### config.mk
export PLATFORM = sky130hd
export DESIGN_NAME = uart_tx_fifo
export DESIGN_NICKNAME = d
export VERILOG_FILES = /design/src/rtl/uart_pkg.sv /design/src/rtl/sync_fifo.sv /design/src/rtl/uart_tx_fifo.sv
export SDC_FILE = /design/constraint.sdc
export NUM_CORES = 1
export LEC_CHECK = 0
export ABC_CLOCK_PERIOD_IN_PS = 3100
export CAP_MARGIN = 15
export CORE_ASPECT_RATIO = 1.2
export CORE_MARGIN = 5
export CORE_UTILIZATION = 33
export CTS_CLUSTER_SIZE = 30
export DETAILED_ROUTE_END_ITERATION = 7
export SYNTH_ARGS = -nofsm -noshare
export SYNTH_HDL_FRONTEND = slang
export SYNTH_HIERARCHICAL = 1
export SYNTH_SLANG_ARGS = --single-unit
### constraint.sdc
create_clock -name clk -period 3.1 [get_ports clk]
set_input_delay 0.62 -clock clk [delete_from_list [all_inputs] [get_ports clk]]
set_output_delay 0.62 -clock clk [all_outputs]
set_load 0.03 [all_outputs]
### src/rtl/uart_pkg.sv
// Shared definitions for the FIFO-backed UART transmitter: FSM states,
// register addresses, CTRL/STATUS bit positions and the CTRL reset value.
package uart_pkg;

  typedef enum logic [2:0] {
    ST_IDLE,
    ST_START,
    ST_DATA,
    ST_PARITY,
    ST_STOP
  } uart_state_t;

  localparam logic [2:0] UART_ADDR_TXDATA = 3'd0;
  localparam logic [2:0] UART_ADDR_STATUS = 3'd1;
  localparam logic [2:0] UART_ADDR_DIV_LO = 3'd2;
  localparam logic [2:0] UART_ADDR_DIV_HI = 3'd3;
  localparam logic [2:0] UART_ADDR_CTRL   = 3'd4;
  localparam logic [2:0] UART_ADDR_LEVEL  = 3'd5;

  localparam int CTRL_PAR_EN   = 0;
  localparam int CTRL_PAR_ODD  = 1;
  localparam int CTRL_TWO_STOP = 2;
  localparam int CTRL_TX_EN    = 3;
  localparam int CTRL_IE_EMPTY = 4;

  localparam int STAT_BUSY  = 0;
  localparam int STAT_EMPTY = 1;
  localparam int STAT_FULL  = 2;
  localparam int STAT_OVF   = 3;

  localparam logic [7:0] CTRL_RESET = 8'h08;

endpackage

### src/rtl/sync_fifo.sv
// Synchronous FIFO with first-word-fall-through head; push when full and pop
// when empty are ignored, push+pop in one cycle keeps the level unchanged.
module sync_fifo #(
  parameter int WIDTH = 8,
  parameter int DEPTH = 16
) (
  input  logic                     clk,
  input  logic                     reset,
  input  logic                     push,
  input  logic                     pop,
  input  logic [WIDTH-1:0]         din,
  output logic [WIDTH-1:0]         dout,
  output logic                     empty,
  output logic                     full,
  output logic [$clog2(DEPTH):0]   level
);

  localparam int AW = $clog2(DEPTH);

  logic [WIDTH-1:0] mem [DEPTH];
  logic [AW:0]      wr_ptr;
  logic [AW:0]      rd_ptr;
  logic             do_push;
  logic             do_pop;

  assign do_push = push && !full;
  assign do_pop  = pop && !empty;

  always_ff @(posedge clk) begin
    if (reset) begin
      wr_ptr <= '0;
      rd_ptr <= '0;
    end else begin
      if (do_push) wr_ptr <= wr_ptr + 1'b1;
      if (do_pop)  rd_ptr <= rd_ptr + 1'b1;
    end
  end

  // Storage is not reset; the pointers alone define the contents.
  always_ff @(posedge clk) begin
    if (do_push) mem[wr_ptr[AW-1:0]] <= din;
  end

  assign dout  = mem[rd_ptr[AW-1:0]];
  assign level = wr_ptr - rd_ptr;
  assign empty = (level == '0);
  assign full  = (level == (AW+1)'(DEPTH));

endmodule

### src/rtl/uart_tx_fifo.sv
// Register-mapped UART transmitter with TX FIFO, programmable divisor and frame
// format; parity support is built only when UART_TX_PARITY_EN is defined.
module uart_tx_fifo
  import uart_pkg::*;
#(
  parameter int                   DATA_BITS  = 8,
  parameter int                   FIFO_DEPTH = 16,
  parameter int                   DIV_WIDTH  = 16,
  parameter logic [DIV_WIDTH-1:0] PERIOD     = DIV_WIDTH'(8'h1A)
) (
  input  logic       clk,
  input  logic       reset,
  input  logic       wren,
  input  logic       rden,
  input  logic [2:0] addr,
  input  logic [7:0] din,
  output logic [7:0] dout,
  output logic       txout,
  output logic       irq
);

  localparam int LW = $clog2(FIFO_DEPTH) + 1;

`ifdef UART_TX_PARITY_EN
  localparam logic [4:0] CTRL_WMASK = 5'h1F;
`else
  localparam logic [4:0] CTRL_WMASK = 5'h1C;
`endif

  logic                 fifo_push;
  logic                 fifo_pop;
  logic                 fifo_empty;
  logic                 fifo_full;
  logic [DATA_BITS-1:0] fifo_head;
  logic [LW-1:0]        fifo_level;

  logic [DIV_WIDTH-1:0] div;
  logic [DIV_WIDTH-1:0] div_eff;
  logic [4:0]           ctrl;
  logic                 ovf;
  logic [7:0]           status;

  uart_state_t          state;
  logic [DIV_WIDTH-1:0] div_lat;
  logic [DIV_WIDTH-1:0] bit_cnt;
  logic [DATA_BITS-1:0] shreg;
  logic [2:0]           bit_idx;
  logic                 stop_idx;
  logic                 two_stop_lat;
  logic                 bit_end;
  logic                 wr_txdata;
  logic                 frame_done;
`ifdef UART_TX_PARITY_EN
  logic                 par_en_lat;
  logic                 parity_lat;
`endif

  sync_fifo #(
    .WIDTH (DATA_BITS),
    .DEPTH (FIFO_DEPTH)
  ) u_fifo (
    .clk   (clk),
    .reset (reset),
    .push  (fifo_push),
    .pop   (fifo_pop),
    .din   (din[DATA_BITS-1:0]),
    .dout  (fifo_head),
    .empty (fifo_empty),
    .full  (fifo_full),
    .level (fifo_level)
  );

  assign wr_txdata  = wren && (addr == UART_ADDR_TXDATA);
  assign fifo_push  = wr_txdata && !fifo_full;
  assign div_eff    = (div == '0) ? DIV_WIDTH'(1) : div;
  assign bit_end    = (bit_cnt == div_lat);
  assign frame_done = (state == ST_STOP) && bit_end && (stop_idx == two_stop_lat);
  assign fifo_pop   = !fifo_empty && ctrl[CTRL_TX_EN] && ((state == ST_IDLE) || frame_done);

  always_comb begin
    status             = '0;
    status[STAT_BUSY]  = (state != ST_IDLE);
    status[STAT_EMPTY] = fifo_empty;
    status[STAT_FULL]  = fifo_full;
    status[STAT_OVF]   = ovf;
  end

  always_ff @(posedge clk) begin
    if (reset) begin
      div  <= PERIOD;
      ctrl <= CTRL_RESET[4:0];
      ovf  <= 1'b0;
      dout <= '0;
      irq  <= 1'b0;
    end else begin
      if (wren) begin
        case (addr)
          UART_ADDR_DIV_LO: div[7:0] <= din;
          UART_ADDR_DIV_HI: div[DIV_WIDTH-1:8] <= din[DIV_WIDTH-9:0];
          UART_ADDR_CTRL:   ctrl <= din[4:0] & CTRL_WMASK;
          default: ;
        endcase
      end
      // A dropped push wins over a same-cycle clear.
      if (wr_txdata && fifo_full)
        ovf <= 1'b1;
      else if (wren && (addr == UART_ADDR_STATUS))
        ovf <= 1'b0;
      if (rden) begin
        case (addr)
          UART_ADDR_STATUS: dout <= status;
          UART_ADDR_DIV_LO: dout <= div[7:0];
          UART_ADDR_DIV_HI: dout <= 8'(div >> 8);
          UART_ADDR_CTRL:   dout <= {3'b000, ctrl};
          UART_ADDR_LEVEL:  dout <= 8'(fifo_level);
          default:          dout <= '0;
        endcase
      end
      irq <= fifo_empty && ctrl[CTRL_TX_EN] && ctrl[CTRL_IE_EMPTY];
    end
  end

  // txout is driven from the current state, so the line lags the FSM by one
  // cycle; every bit still lasts exactly div_lat+1 cycles.
  always_ff @(posedge clk) begin
    if (reset) begin
      state        <= ST_IDLE;
      txout        <= 1'b1;
      div_lat      <= DIV_WIDTH'(1);
      bit_cnt      <= '0;
      shreg        <= '0;
      bit_idx      <= '0;
      stop_idx     <= 1'b0;
      two_stop_lat <= 1'b0;
`ifdef UART_TX_PARITY_EN
      par_en_lat   <= 1'b0;
      parity_lat   <= 1'b0;
`endif
    end else begin
      bit_cnt <= bit_end ? '0 : bit_cnt + 1'b1;
      case (state)
        ST_IDLE: begin
          txout   <= 1'b1;
          bit_cnt <= '0;
        end
        ST_START: begin
          txout <= 1'b0;
          if (bit_end) begin
            state   <= ST_DATA;
            bit_idx <= '0;
          end
        end
        ST_DATA: begin
          txout <= shreg[0];
          if (bit_end) begin
            shreg <= shreg >> 1;
            if (bit_idx == 3'(DATA_BITS - 1)) begin
              stop_idx <= 1'b0;
`ifdef UART_TX_PARITY_EN
              state    <= par_en_lat ? ST_PARITY : ST_STOP;
`else
              state    <= ST_STOP;
`endif
            end else begin
              bit_idx <= bit_idx + 1'b1;
            end
          end
        end
`ifdef UART_TX_PARITY_EN
        ST_PARITY: begin
          txout <= parity_lat;
          if (bit_end) begin
            state    <= ST_STOP;
            stop_idx <= 1'b0;
          end
        end
`endif
        ST_STOP: begin
          txout <= 1'b1;
          if (bit_end) begin
            if (stop_idx == two_stop_lat) state <= ST_IDLE;
            else                          stop_idx <= 1'b1;
          end
        end
        default: begin
          state <= ST_IDLE;
          txout <= 1'b1;
        end
      endcase
      // Frame start overrides the per-state updates above.
      if (fifo_pop) begin
        state        <= ST_START;
        bit_cnt      <= '0;
        shreg        <= fifo_head;
        div_lat      <= div_eff;
        two_stop_lat <= ctrl[CTRL_TWO_STOP];
`ifdef UART_TX_PARITY_EN
        par_en_lat   <= ctrl[CTRL_PAR_EN];
        parity_lat   <= (^fifo_head) ^ ctrl[CTRL_PAR_ODD];
`endif
      end
    end
  end

endmodule

-- Word level (Yosys, flattened, before mapping)
Memory sizes are Yosys's and may differ from the RTL's. A register that Yosys moved wholly into a read port is not among the register bits.
Cells that the tools add are included.
W data, S select, Z words.
- register bits: 88
- RAM bits: 128
- output and inout bits: 10
- word-level logic and storage cells: 112
- memories kept: 1
- $add $sub $neg: 5
- equal/unequal tests: 25
- mux-type cells: 28
- bitwise operators: 1
- reduce and logical (&&, ||, !) cells: 35
- memories (name ; depth ; bits a word ; read ports ; clocked after Yosys merged registers in ; wr ports ; line ; RTL):
    u_fifo.mem ; 16 ; 8 ; 1 ; 1 ; 1 ; sync_fifo.sv:20 ; logic [WIDTH-1:0] mem [DEPTH];
- operator list (operator ; count):
    $pmux W8 S5 ; 1
    $mux W3 ; 8
    $mux W8 ; 3
    $add A16 B1 Y16 const B ; 1
    $eq A16 B16 Y1 ; 1
    $logic_not A16 Y1 ; 1
    $mux W16 ; 1
    $eq A3 B3 Y1 const B ; 4
    $logic_and A1 B1 Y1 ; 12
    $ne A2 B2 Y1 const B ; 6
    $ne A3 B2 Y1 const B ; 4
    $pmux W3 S4 ; 1
    $reduce_and A6 Y1 ; 2
    $add A5 B1 Y5 const B ; 2
    $reduce_bool A2 Y1 ; 5
    $eq A3 B2 Y1 const B ; 3
    $mux W1 ; 9
    $mux W4 ; 2
    $reduce_and A2 Y1 ; 4
    $eq A3 B1 Y1 const B ; 2
    $logic_not A3 Y1 ; 2
    $pmux W3 S2 ; 1
    $eq A5 B5 Y1 const B ; 1
    $logic_not A5 Y1 ; 1
    14 further kinds ; 17

-- Depth between registers and ports, before layout
- depth after elaboration: 8
- mapped depth: 14
- gate-level depth less buffers: 14

-- Modules after synthesis
Netlist, hierarchy kept.
- by module, submodules not included (module ; instances ; cells an instance ; area each (um^2) ; seq. area each (um^2)):
    sync_fifo ; 1 ; 296 ; 5818.1 ; 4124.0
    uart_tx_fifo ; 1 ; 373 ; 3420.8 ; 1561.5

-- Worst setup path after synthesis
OpenSTA, ideal clock, no wires.
- kind: register to register
- start: reg u_fifo.wr_ptr[0]
- end: reg u_fifo.wr_ptr[4]
- arrival time: 3.114 ns
- slack: -0.135 ns
- stages on the path, launching flop included: 12
- buffers on the path: 0
- period minus slack after synthesis: 3.235 ns
- path through: dfxtp_1 inv_1 ha_1 fa_1 nand2b_1 a21oi_1 xor2_2 a21oi_1 nor3b_1 nand3_1 a21oi_1 mux2_2
- cells in the longest elaborated chain, start to end: 5
- ends and longest elaborated chain (item ; line ; RTL):
    start, declared ; sync_fifo.sv:21 ; logic [AW:0] wr_ptr;
    start signal, assigned ; sync_fifo.sv:34 ; if (do_push) wr_ptr <= wr_ptr + 1'b1;
    $sub A5 B5 Y5 ; sync_fifo.sv:45 ; assign level = wr_ptr - rd_ptr;
    $eq A5 B5 Y1 ; sync_fifo.sv:47 ; assign full = (level == (AW+1)'(DEPTH));
    net fifo_full ; uart_tx_fifo.sv:33 ; logic fifo_full;
    $logic_not A1 Y1 ; uart_tx_fifo.sv:74 ; assign fifo_push = wr_txdata && !fifo_full;
    $logic_and A1 B1 Y1 ; uart_tx_fifo.sv:74 ;
    net fifo_push ; uart_tx_fifo.sv:30 ; logic fifo_push;
    $logic_and A1 B1 Y1 ; sync_fifo.sv:26 ; assign do_push = push && !full;
The timed path passes the listed nets, and every way through them passes these cells.
A chain may end at the register's enable or synchronous reset.

-- Worst setup path after layout
- start: reg u_fifo.wr_ptr[0]
- end: mem u_fifo.mem[11][2], enable pin
- cells in the longest elaborated chain, start to end: 7
- ends and longest elaborated chain (item ; line ; RTL):
    $sub A5 B5 Y5 ; sync_fifo.sv:45 ;
    $eq A5 B5 Y1 ; sync_fifo.sv:47 ;
    net fifo_full ; uart_tx_fifo.sv:33 ;
    $logic_not A1 Y1 ; uart_tx_fifo.sv:74 ;
    $logic_and A1 B1 Y1 ; uart_tx_fifo.sv:74 ;
    net fifo_push ; uart_tx_fifo.sv:30 ;
    $logic_and A1 B1 Y1 ; sync_fifo.sv:26 ;
    $mux W1 ; sync_fifo.sv:41 ; if (do_push) mem[wr_ptr[AW-1:0]] <= din;
    $mux W1 (implied by the code) ; sync_fifo.sv:41 ;
    end, declared ; sync_fifo.sv:20 ;
The timed path passes the listed nets, and every way through them passes these cells.

==> results by group <==
Outcome
  – Outcome: completed

Timing
  – Fmax: 336 MHz
  – Count of final setup violators: 0
  – Worst-Margin Slew: slightly above 900 ps
  – Final period utilization: 95.9%
  – Minimum clock period: roughly 3000 ps
  – Setup TNS: 0 ps
  – Layout Skew: 20.4 ps
  – Final hold vios: 0
  – Slew HR: about 38%
  – Pins Over Slew Limit: 0

Logic synthesis
  – Top_reg_cell synth: edfxtp_1
  – Ys async rst share: 0%
  – Yosys top cell area share: between 40% and 50%
  – Post-Syn Area: 9240 µm²
  – Syn_nets: 697
  – Count leader, synth: edfxtp_1
  – Largest area contributor in the netlist: edfxtp_1
  – Post-synth top cells: 128 x edfxtp_1, 92 x dfxtp_1, 62 x nor2_1
  – Sequential-to-total area share from yosys stat: 61.5%
  – Post-synthesis instance total: about 670
  – Distinct cells, synth: 53
  – Yosys reg bits: 220
  – EDFF count, synth: 128
  – Synth Area per Inst: 13.8 µm²
  – Synth top area cells: edfxtp_1 42%, dfxtp_1 20%, mux4_2 9.8%, nor2_1 2.5%, mux2_2 2.3%
  – Synth warn: 6

Floorplanning
  – Num rows: between 60 and 70
  – Die W: 163 µm
  – Total core area: 27700 µm²
  – Full die area: 31500 µm²
  – Die height: 193 µm
  – Initial Util: 33.3%
  – Top Ports: 25

Setup path
  – Worst endpoint data arrival time: 3200 ps
  – Setup crit end kind: flip-flop
  – Worst EP required: between 3000 and 4000 ps
  – R2R depth: 14
  – Largest stage delay, worst path: ~380 ps
  – CP Max Fanout: 8
  – Crit Path Class: reg2reg
  – Startpoint Class: flip-flop
  – Slowest stage cell, crit path: fa_2
  – Crit-path cells: inv_1, ha_1, fa_2, nand2b_4, a21oi_2, xor2_2, a21oi_2, nor3b_2, buf_4, buf_4, nand2_1, a21oi_4, and2_4, buf_12

Power and ir drop
  – Switching Share: roughly 28%
  – Combinational share of power: between 20% and 30%
  – PwrDens: 735 nW/µm²
  – Flop pwr share: 39.5%
  – Clock network power share: 34.9%
  – Psw: 0.00231 W
  – Pint: 0.00585 W
  – Leakage: ~3.8 nW
  – VDD IR max: 0.000433 V

Routing
  – Drt first pass iters: 5
  – WL/cell: between 15 and 20 µm
  – Vias: 5464
  – Routed WL: 19.9 mm
  – Routed vias/inst: a little under 5
  – Final antenna-violating net count: 0
  – Initial drt markers: 327
  – Drt drc: 0

Place
  – Inst Count DP: 1078
  – PortBufs: 24
  – Detailed placer's ending HPWL: 13.6 mm
  – Routability cong.: about 0.79

Finish
  – Area growth syn-to-layout: 20.1%
  – Finished Layout Cells: 1123
  – Share of post-route cells with drive strength above 1: 23.5%
  – Antenna fix cells: 0
  – Fill cells: 2584
  – Nets@finish: 757

Global route
  – Initial antenna violation count: 0
  – GRT Util Overall: 12.7%
  – First-pass GRT wire length: 31.7 mm
  – Largest net degree at the start of global routing: 55
  – Total gr overflow: 0
  – Vias in the first global route: 5656

Clocking
  – Cts hold-fix bufs: 0
  – Clock insertion delay at the later pin of the skew report: 520 ps
  – Max Root-Sink Buffers: 3
  – Num CTS Buffers: 24
  – Sink Count: 220
  – Deepest level of the CTS H-tree: 1
  – Root Driver: clkbuf_16
  – Reg clk slew, reported paths: about 60 ps
  – CTS tree: yes

Worst hold path
  – Worst Hold Depth: 2
  – HP Class: reg2reg

Run
  – Max cap viols: 0
repair_timing:
item                                    CTS  global route
gates resized for setup                   1            19
pin swaps                                 0             2
endpoints found under the setup margin    8           112
buffers inserted                          0             4
registers in the layout (all words and copies together) (netlist names), named ones only:
register,flops
u_fifo/mem,128
bit_cnt,16
div,16
div_lat,16
dout,8
shreg,8
u_fifo/rd_ptr,5
u_fifo/wr_ptr,5
bit_idx,3
ctrl,3
state,3
irq,1
ovf,1
stop_idx,1
two_stop_lat,1
txout,1
layer usage:
| layer | vias to the layer above | GRT usage, % | wire, µm |
|---|---|---|---|
| li1 | 2632 | - | - |
| met1 | 2720 | 16.0 | 8380 |
| met2 | 87 | 22.7 | 10500 |
| met3 | 25 | 1.83 | 709 |
| met4 | 0 | 3.54 | 399 |
| met5 | - | 0 | 0 |
worst max-delay path, delay by kind of cell, from the launching register on:
kind	cells	cell delay [ps]
buf+inv	4	420
flops	1	320
xor+xnor	1	220
simple gates	4	700
fa+ha+maj	2	600
compound gates	3	420
stage by stage:
step	cell area [µm²]	power, W	setup slack (ps)	utilization, %	hold WS, ps
finish	11100	0.00816	126	40.0	460
global route	11100	0.00856	-0.322	40.0	494
CTS	11000	0.00818	12.3	39.7	465
detailed placement	10200	0.00530	20.4	36.8	456
global placement	10200	0.00528	57.8	36.8	446
floorplan	9250	0.00465	23.7	-	436
logic make-up after synthesis:
| logic type | synth area share (%) |
|---|---|
| xor+xnor | 3.21 |
| flops | 61.5 |
| mux | 14.1 |
| buf+inv | 2.02 |
| fa+ha+maj | 1.84 |
| compound gates | 6.23 |
| simple gates | 11.0 |
cells in the final DEF (no fill, tap or decap), types with 4 or more instances in the layout:
master	count
nor3_1	4
buf_4	32
nand2_1	38
xor2_1	13
a211oi_1	4
nor2_1	61
a221o_1	7
xnor2_1	18
nand2b_1	10
a211o_1	5
nand3_1	14
clkdlybuf4s50_1	23
nor3b_1	8
a22oi_1	4
mux2_2	19
dfxtp_1	91
o21ai_0	8
mux4_2	40
nand4_1	7
and3_2	8
ha_1	12
a22o_1	11
a21oi_1	27
mux2i_1	19
nor4_1	4
and3_1	9
clkbuf_16	25
nor2b_1	15
inv_1	11
edfxtp_1	128
buf_12	9
worst paths after layout:
path | startpoint | endpoint | slack, ps
setup / recovery | u_fifo/wr_ptr[0] | u_fifo/mem[11][2] | 130
hold / removal | bit_idx[2] | bit_idx[2] | 460
setup reg to reg | u_fifo/wr_ptr[0] | u_fifo/mem[11][2] | 130
hold reg to reg | bit_idx[2] | bit_idx[2] | 460
layout make-up:
| class | count | area [µm²] | share of cell area, % |
|---|---|---|---|
| Multi-Input combinational cell | 405 | 3440 | 31.0 |
| Clock buffer | 26 | 629 | 5.67 |
| Inverter | 13 | 48.8 | 0.440 |
| Timing Repair Buffer | 65 | 656 | 5.91 |
| Sequential cell | 220 | 5690 | 51.2 |
| Clock inverter | 15 | 166 | 1.50 |
| Tap cell | 379 | 474 | 4.27 |
power by group through the flow:
| stage | Sequential (W) | Clock, W | Combinational [W] |
|---|---|---|---|
| after floorplan | 0.00328 | 0 | 0.00136 |
| after global placement | 0.00328 | 0 | 0.00200 |
| after detailed placement | 0.00328 | 0 | 0.00201 |
| after CTS | 0.00322 | 0.00294 | 0.00203 |
| after global routing | 0.00323 | 0.00306 | 0.00227 |
| final | 0.00322 | 0.00285 | 0.00209 |
Note: power is estimated with default switching activity, not from simulation.
